==> src/rtl/four_bit_adder.sv <==
// -----------------------------------------------------------------------------
// four_bit_adder
//
// Registered 4-bit ripple-carry adder: {Co,S3,S2,S1,S0} = A + B + Cin, with a
// signed-overflow flag and a zero flag.
//
// Build option:
//   FOURBIT_IN_REG_EN  - when defined, A/B/Cin/in_valid pass through an input
//                        register stage first (latency 2 instead of 1,
//                        throughput still one result per cycle).
//
// Ports:
//   clk        in   rising-edge clock
//   rst_n      in   asynchronous active-low reset
//   A, B       in   4-bit addends (unsigned; two's complement for ovf)
//   Cin        in   carry into bit 0
//   in_valid   in   A/B/Cin are taken on a rising edge where this is high
//   S0..S3     out  registered sum bits, S0 = LSB
//   Co         out  registered carry out of bit 3
//   out_valid  out  high for one cycle per accepted input
//   ovf        out  signed overflow (carry into bit 3 XOR Co)
//   zero       out  high when the registered sum is 0000
//
// Handshake: valid-only, no ready. Every edge with the operand valid produces
// exactly one result; there is no backpressure, so the consumer must take
// each result in the cycle out_valid is high. When no operand is valid the
// result registers hold and out_valid drops to 0.
// -----------------------------------------------------------------------------
module four_bit_adder (
  input  logic       clk,
  input  logic       rst_n,
  input  logic [3:0] A,
  input  logic [3:0] B,
  input  logic       Cin,
  input  logic       in_valid,
  output logic       S0,
  output logic       S1,
  output logic       S2,
  output logic       S3,
  output logic       Co,
  output logic       out_valid,
  output logic       ovf,
  output logic       zero
);

  // Operands seen by the adder core (raw inputs or the input register stage).
  logic [3:0] op_a;
  logic [3:0] op_b;
  logic       op_cin;
  logic       op_valid;

`ifdef FOURBIT_IN_REG_EN
  logic [3:0] a_q;
  logic [3:0] b_q;
  logic       cin_q;
  logic       in_valid_q;

  always_ff @(posedge clk or negedge rst_n) begin
    if (!rst_n) begin
      a_q        <= 4'd0;
      b_q        <= 4'd0;
      cin_q      <= 1'b0;
      in_valid_q <= 1'b0;
    end else begin
      a_q        <= A;
      b_q        <= B;
      cin_q      <= Cin;
      in_valid_q <= in_valid;
    end
  end

  assign op_a     = a_q;
  assign op_b     = b_q;
  assign op_cin   = cin_q;
  assign op_valid = in_valid_q;
`else
  assign op_a     = A;
  assign op_b     = B;
  assign op_cin   = Cin;
  assign op_valid = in_valid;
`endif

  // Single full adder cell; returns {carry_out, sum}.
  function automatic logic [1:0] full_add(input logic a, input logic b,
                                          input logic ci);
    logic s;
    logic co;
    s  = a ^ b ^ ci;
    co = (a & b) | (ci & (a ^ b));
    return {co, s};
  endfunction

  // Ripple chain: c0 = bit0->1, c1 = bit1->2, c2 = bit2->3 (carry into MSB).
  logic [1:0] fa0;
  logic [1:0] fa1;
  logic [1:0] fa2;
  logic [1:0] fa3;
  logic       c0;
  logic       c1;
  logic       c2;
  logic       co_comb;
  logic [3:0] sum_comb;

  always_comb begin
    fa0      = full_add(op_a[0], op_b[0], op_cin);
    c0       = fa0[1];
    fa1      = full_add(op_a[1], op_b[1], c0);
    c1       = fa1[1];
    fa2      = full_add(op_a[2], op_b[2], c1);
    c2       = fa2[1];
    fa3      = full_add(op_a[3], op_b[3], c2);
    co_comb  = fa3[1];
    sum_comb = {fa3[0], fa2[0], fa1[0], fa0[0]};
  end

  // Result registers.
  logic [3:0] sum_q, sum_d;
  logic       co_q, co_d;
  logic       ovf_q, ovf_d;
  logic       zero_q, zero_d;
  logic       out_valid_q, out_valid_d;

  always_comb begin
    sum_d       = sum_q;
    co_d        = co_q;
    ovf_d       = ovf_q;
    zero_d      = zero_q;
    out_valid_d = 1'b0;
    if (op_valid) begin
      sum_d       = sum_comb;
      co_d        = co_comb;
      // Signed overflow: carry into the sign bit disagrees with carry out.
      ovf_d       = c2 ^ co_comb;
      zero_d      = (sum_comb == 4'd0);
      out_valid_d = 1'b1;
    end
  end

  // zero resets to 0 (not 1) so a freshly reset block shows no flags at all.
  always_ff @(posedge clk or negedge rst_n) begin
    if (!rst_n) begin
      sum_q       <= 4'd0;
      co_q        <= 1'b0;
      ovf_q       <= 1'b0;
      zero_q      <= 1'b0;
      out_valid_q <= 1'b0;
    end else begin
      sum_q       <= sum_d;
      co_q        <= co_d;
      ovf_q       <= ovf_d;
      zero_q      <= zero_d;
      out_valid_q <= out_valid_d;
    end
  end

  assign S0        = sum_q[0];
  assign S1        = sum_q[1];
  assign S2        = sum_q[2];
  assign S3        = sum_q[3];
  assign Co        = co_q;
  assign ovf       = ovf_q;
  assign zero      = zero_q;
  assign out_valid = out_valid_q;

endmodule

==> config.mk <==
export PLATFORM = sky130hd
export DESIGN_NAME = four_bit_adder
export DESIGN_NICKNAME = d
export VERILOG_FILES = /design/src/rtl/four_bit_adder.sv
export SDC_FILE = /design/constraint.sdc
export NUM_CORES = 1
export LEC_CHECK = 0
export CORE_AREA = 2 2 39 41
export DETAILED_ROUTE_END_ITERATION = 10
export DIE_AREA = 0 0 41 43
export GPL_ROUTABILITY_DRIVEN = 0
export PLACE_DENSITY = 0.65
export REMOVE_ABC_BUFFERS = 1
export SETUP_SLACK_MARGIN = 0.3
export SYNTH_ARGS = -nofsm -noshare
export SYNTH_HDL_FRONTEND = slang
export SYNTH_SLANG_ARGS = --single-unit
==> constraint.sdc <==
create_clock -name clk -period 1 [get_ports clk]
set_input_delay 0.1 -clock clk [delete_from_list [all_inputs] [get_ports clk]]
set_output_delay 0.1 -clock clk [all_outputs]
set_load 0.05 [all_outputs]
== Word level (Yosys, flattened, before mapping) ==
Cells that the tools add are included.
Widths: inputs -> output; s select.

* Muxes and demuxes: 1
* Bitwise operators: 21
* Reductions and logical operators: 1

{| class="wikitable"
|+ Operators by type and width
! cell !! count
|-
| $xor 1x1->1 || 9
|-
| $and 1x1->1 || 8
|-
| $logic_not 4->1 || 1
|-
| $or 1x1->1 || 4
|-
| $mux 1 || 1
|}

* Flip-flop bits (word level): 8
* Bits of input ports: 12
* Logic and storage cells: 28

== Logic depth before layout (Yosys ltp) ==
* Depth after elaboration: 10
* Gate-level depth with buffers: 7

== Worst setup path before layout ==
No wires, ideal clock.

* Path kind: input-to-reg
* From: input port A[0]
* To: register zero_q (netlist: zero)
* Arrival: 2186 ps
* Slack: -1311 ps
* Stages: 7
* Path buffers: 0
* Path through: fa_1 fa_1 fa_1 inv_1 fa_1 nor4b_2 mux2_4

* Word-level cells in the longest chain between the ends: 9
* Elaborated cells on any way between the ends: 13
* Those cells by class: bitwise (12); reduce/logical (1)

{| class="wikitable"
|+ RTL lines
! what !! line !! RTL
|-
| start, declared || 32 || <nowiki>input logic [3:0] A,</nowiki>
|-
| $xor 1x1->1 || 88, 89 ||
|-
| $and 1x1->1 || 89 || <nowiki>co = (a & b) | (ci & (a ^ b));</nowiki>
|-
| $or 1x1->1 || 89 ||
|-
| $and 1x1->1 || 89 ||
|-
| $or 1x1->1 || 89 ||
|-
| $and 1x1->1 || 89 ||
|-
| $or 1x1->1 || 89 ||
|-
| $xor 1x1->1 || 88 || <nowiki>s = a ^ b ^ ci;</nowiki>
|-
| $logic_not 4->1 * || 134 || <nowiki>zero_d = (sum_comb == 4'd0);</nowiki>
|-
| end signal, assigned || 151 || <nowiki>zero_q <= zero_d;</nowiki>
|-
| end, declared || 120 || <nowiki>logic zero_q, zero_d;</nowiki>
|}

Every way passes the cells marked *; elsewhere a longest branch is shown, timed or not.
A chain may end at the register's enable or synchronous reset.

== Worst setup path after layout ==
* From: input port Cin
* To: register zero_q (netlist: zero)

* Word-level cells in the longest chain between the ends: 8
* Elaborated cells on any way between the ends: 11
* Those cells by class: bitwise (10); reduce/logical (1)

{| class="wikitable"
|+ RTL lines
! what !! line !! RTL
|-
| start, declared || 34 || <nowiki>input logic Cin,</nowiki>
|-
| $and 1x1->1 || 89 ||
|-
| $or 1x1->1 || 89 ||
|-
| $and 1x1->1 || 89 ||
|-
| $or 1x1->1 || 89 ||
|-
| $and 1x1->1 || 89 ||
|-
| $or 1x1->1 || 89 ||
|-
| $xor 1x1->1 || 88 ||
|-
| $logic_not 4->1 * || 134 ||
|}

Marked as above.

==> impl_metrics.toml <==
[timing]
tns_ps = -3730
clock.fmax_mhz = 493
setup_slack_ps = -1030
worstMarginPinSlew_ps = 353
setup_viol = 6
drv_slew = 0
rsz0062_at_grt = "yes"
fin_skew_ps = 0
hold_violations = 0
fin_crit_sh = 2.03
fin_crit_ps = 2030
max-slew-margin-rel = 0.764

[clock_network]
clockBufferDepth = 2
clock_latency_ps = 250
clk_pin_slew_ps = 50
clockRootBuffer = "clkbuf_4"
clock_sinks = 8
htree_levels = 1
cts_tree = "built"
cts_buffers = 3

[power_and_ir_drop]
leakage_nw = 0.401
vdd_drop_max_mv = 0.646
p_int_mw = 0.936
finalPower_mw = 1.44
pwr-share-seq = 0.312
p_comb_frac = 0.519
swShare = 0.348
p_per_area_mw_per_mm2 = 1770
clkPwrFrac = 0.169
power.switching_mw = 0.500

[synth]
synthCells = 27
synth.distinct_cells = 8
netlist.area_leader.share = 0.466
yosys_warnings = 0
syn_avg_cell_area_um2 = 15.9
synth_area_leaders = "dfrtp_1, fa_1, mux2_4, mux2i_1, inv_1"
syn_area_um2 = 429
synth_top_area_cell = "dfrtp_1"
ys_seq_area_frac = 0.466
ys_ff_latch = 8

[run_status]
outcome = "complete, but fails checks"
violations = "setup timing"

[drt]
vias = 307
wl_um = 754
avgViaCountPerCell = 4.26
wire_per_inst_um = 10.5
drcViolationCount = 0
drt_iter0_drc = 0
dr.pass1.iters = 1
detail-route-antenna-nets = 0

[global_route]
grt_overflow_total = 0
antenna_found_initial = 0
grt_max_degree = 9
grt_pass1_wl_um = 1300
grt_usage = 0.115
grt_pass1_vias = 301

[worst_setup_path]
reg2reg_depth = 2
r2r_slack_ps = 80
crit_chain = "buf_6 -> fa_2 -> fa_2 -> fa_2 -> inv_2 -> fa_2 -> nor4b_4 -> mux2_4"
worstPathRequired_ps = 1130
crit_top_cell = "fa_2"
crit_arrival_ps = 2160
slowest_stage = "fa_2"
cp_max_fo = 2
slowest_delay_ps = 440
rr_endpoint = "sum_q[2]"
critPathCaptureType = "register"
r2r-start = "sum_q[2]"
start_kind = "input pin"
criticalPathCategory = "input pin to register"

[floorplanning]
rows = 14
core_mm2 = 0.00138
die_x_um = 41
die-area_mm2 = 0.00176
initial_core_util = 0.310
io_pins = 20
die_h_um = 43

[placement]
portBuffers = 19
dp_hpwl_um = 625
place_inst = 65

[job]
drv_cap = 0

[hold_path]
hold_path_class = "input pin to async pin"

[cells_and_area]
layout-drive-gt1-share = 0.589
antenna_cells = 0
syn2layout_area_growth_pct = 88.6
fin_nets = 74
fin_cells = 72
[cells by family after synthesis]
family                     count (synthesis)  synth area share
buffers and inverters                      6            0.0700
DFF                                        8             0.466
and+or+nand+nor                            1            0.0350
xor gates and xnor gates                   1            0.0204
adders and majority gates                  4             0.187
muxes                                      7             0.222
[per-stage QoR]
stage / instance area [µm²] / setup slack [ps] / utilization / hold WS (ps)
global route: 810 / -1060 / 0.585 / 130
floorplan: 418 / -1310 / - / -196
detailed placement: 738 / -1860 / 0.533 / 402
finish: 810 / -1030 / 0.585 / 120
CTS: 767 / -1120 / 0.554 / 125
global placement: 738 / -1810 / 0.533 / 399
[worst max-delay path: cells and delay by family]
family | cells | cell delay, ps
adders and majority gates | 4 | 1510
muxes | 1 | 250
buffers and inverters | 2 | 160
and+or+nand+nor | 1 | 140
[registers in the layout (all words and copies together) (netlist names)]
| name | flops |
|---|---|
| out_valid | 1 |
| zero | 1 |
| sum_q | 4 |
| ovf | 1 |
| Co | 1 |
[cell usage after synthesis]
cell     number
mux2_4        5
nor4b_2       1
inv_1         5
mux2i_1       2
xnor2_1       1
dfrtp_1       8
fa_1          4
buf_6         1
[layout by cell type, fill, tap and decap left out, drive strengths merged]
| cell type | count |
|---|---|
| xnor2 | 1 |
| dlymetal6s2s | 2 |
| mux2 | 5 |
| dfrtp | 8 |
| clkdlybuf4s50 | 6 |
| clkbuf | 3 |
| nor4b | 1 |
| inv | 5 |
| buf | 19 |
| mux2i | 2 |
| fa | 4 |
[worst max-delay path by stage]
stage | depth (start not counted) | startpoint | endpoint
final | 8 | Cin | zero
after floorplan | 7 | A[0] | zero
after global placement | 8 | A[0] | zero
after detailed placement | 8 | A[0] | zero
after CTS | 8 | Cin | zero
after global routing | 8 | Cin | zero
[layer usage]
layer  routed length [µm]  global-route usage  vias to the layer above
li1                     -                   -                      142
met1                  275               0.154                      146
met2                  406               0.141                       15
met3                   45              0.0366                        4
met4                   27               0.100                        0
met5                    0                   0                        -
[power groups by stage]
stage	clock network, mW	registers, mW	logic, mW
4_1_cts	0.257	0.451	0.703
2_1_floorplan	0	0.627	0.138
3_3_place_gp	0	0.455	0.683
6_report	0.242	0.448	0.746
5_1_grt	0.280	0.454	0.786
3_5_place_dp	0	0.456	0.693
[cell type report]
class	instances	area, µm²
Fill cell	122	574
Timing Repair Buffer	27	330
Multi-Input combinational cell	13	218
Sequential cell	8	200
Clock buffer	3	22.5
Tap cell	16	20.0
Inverter	5	18.8
[repair_timing]
action	4_1_cts	5_1_grt
endpoints found under the setup margin	15	15
pin swaps	4	3
buffers inserted	1	3
hold endpoints to repair	0	0
resized for setup	17	5
hold buffers	0	0
(Power assumes the default switching activity.)
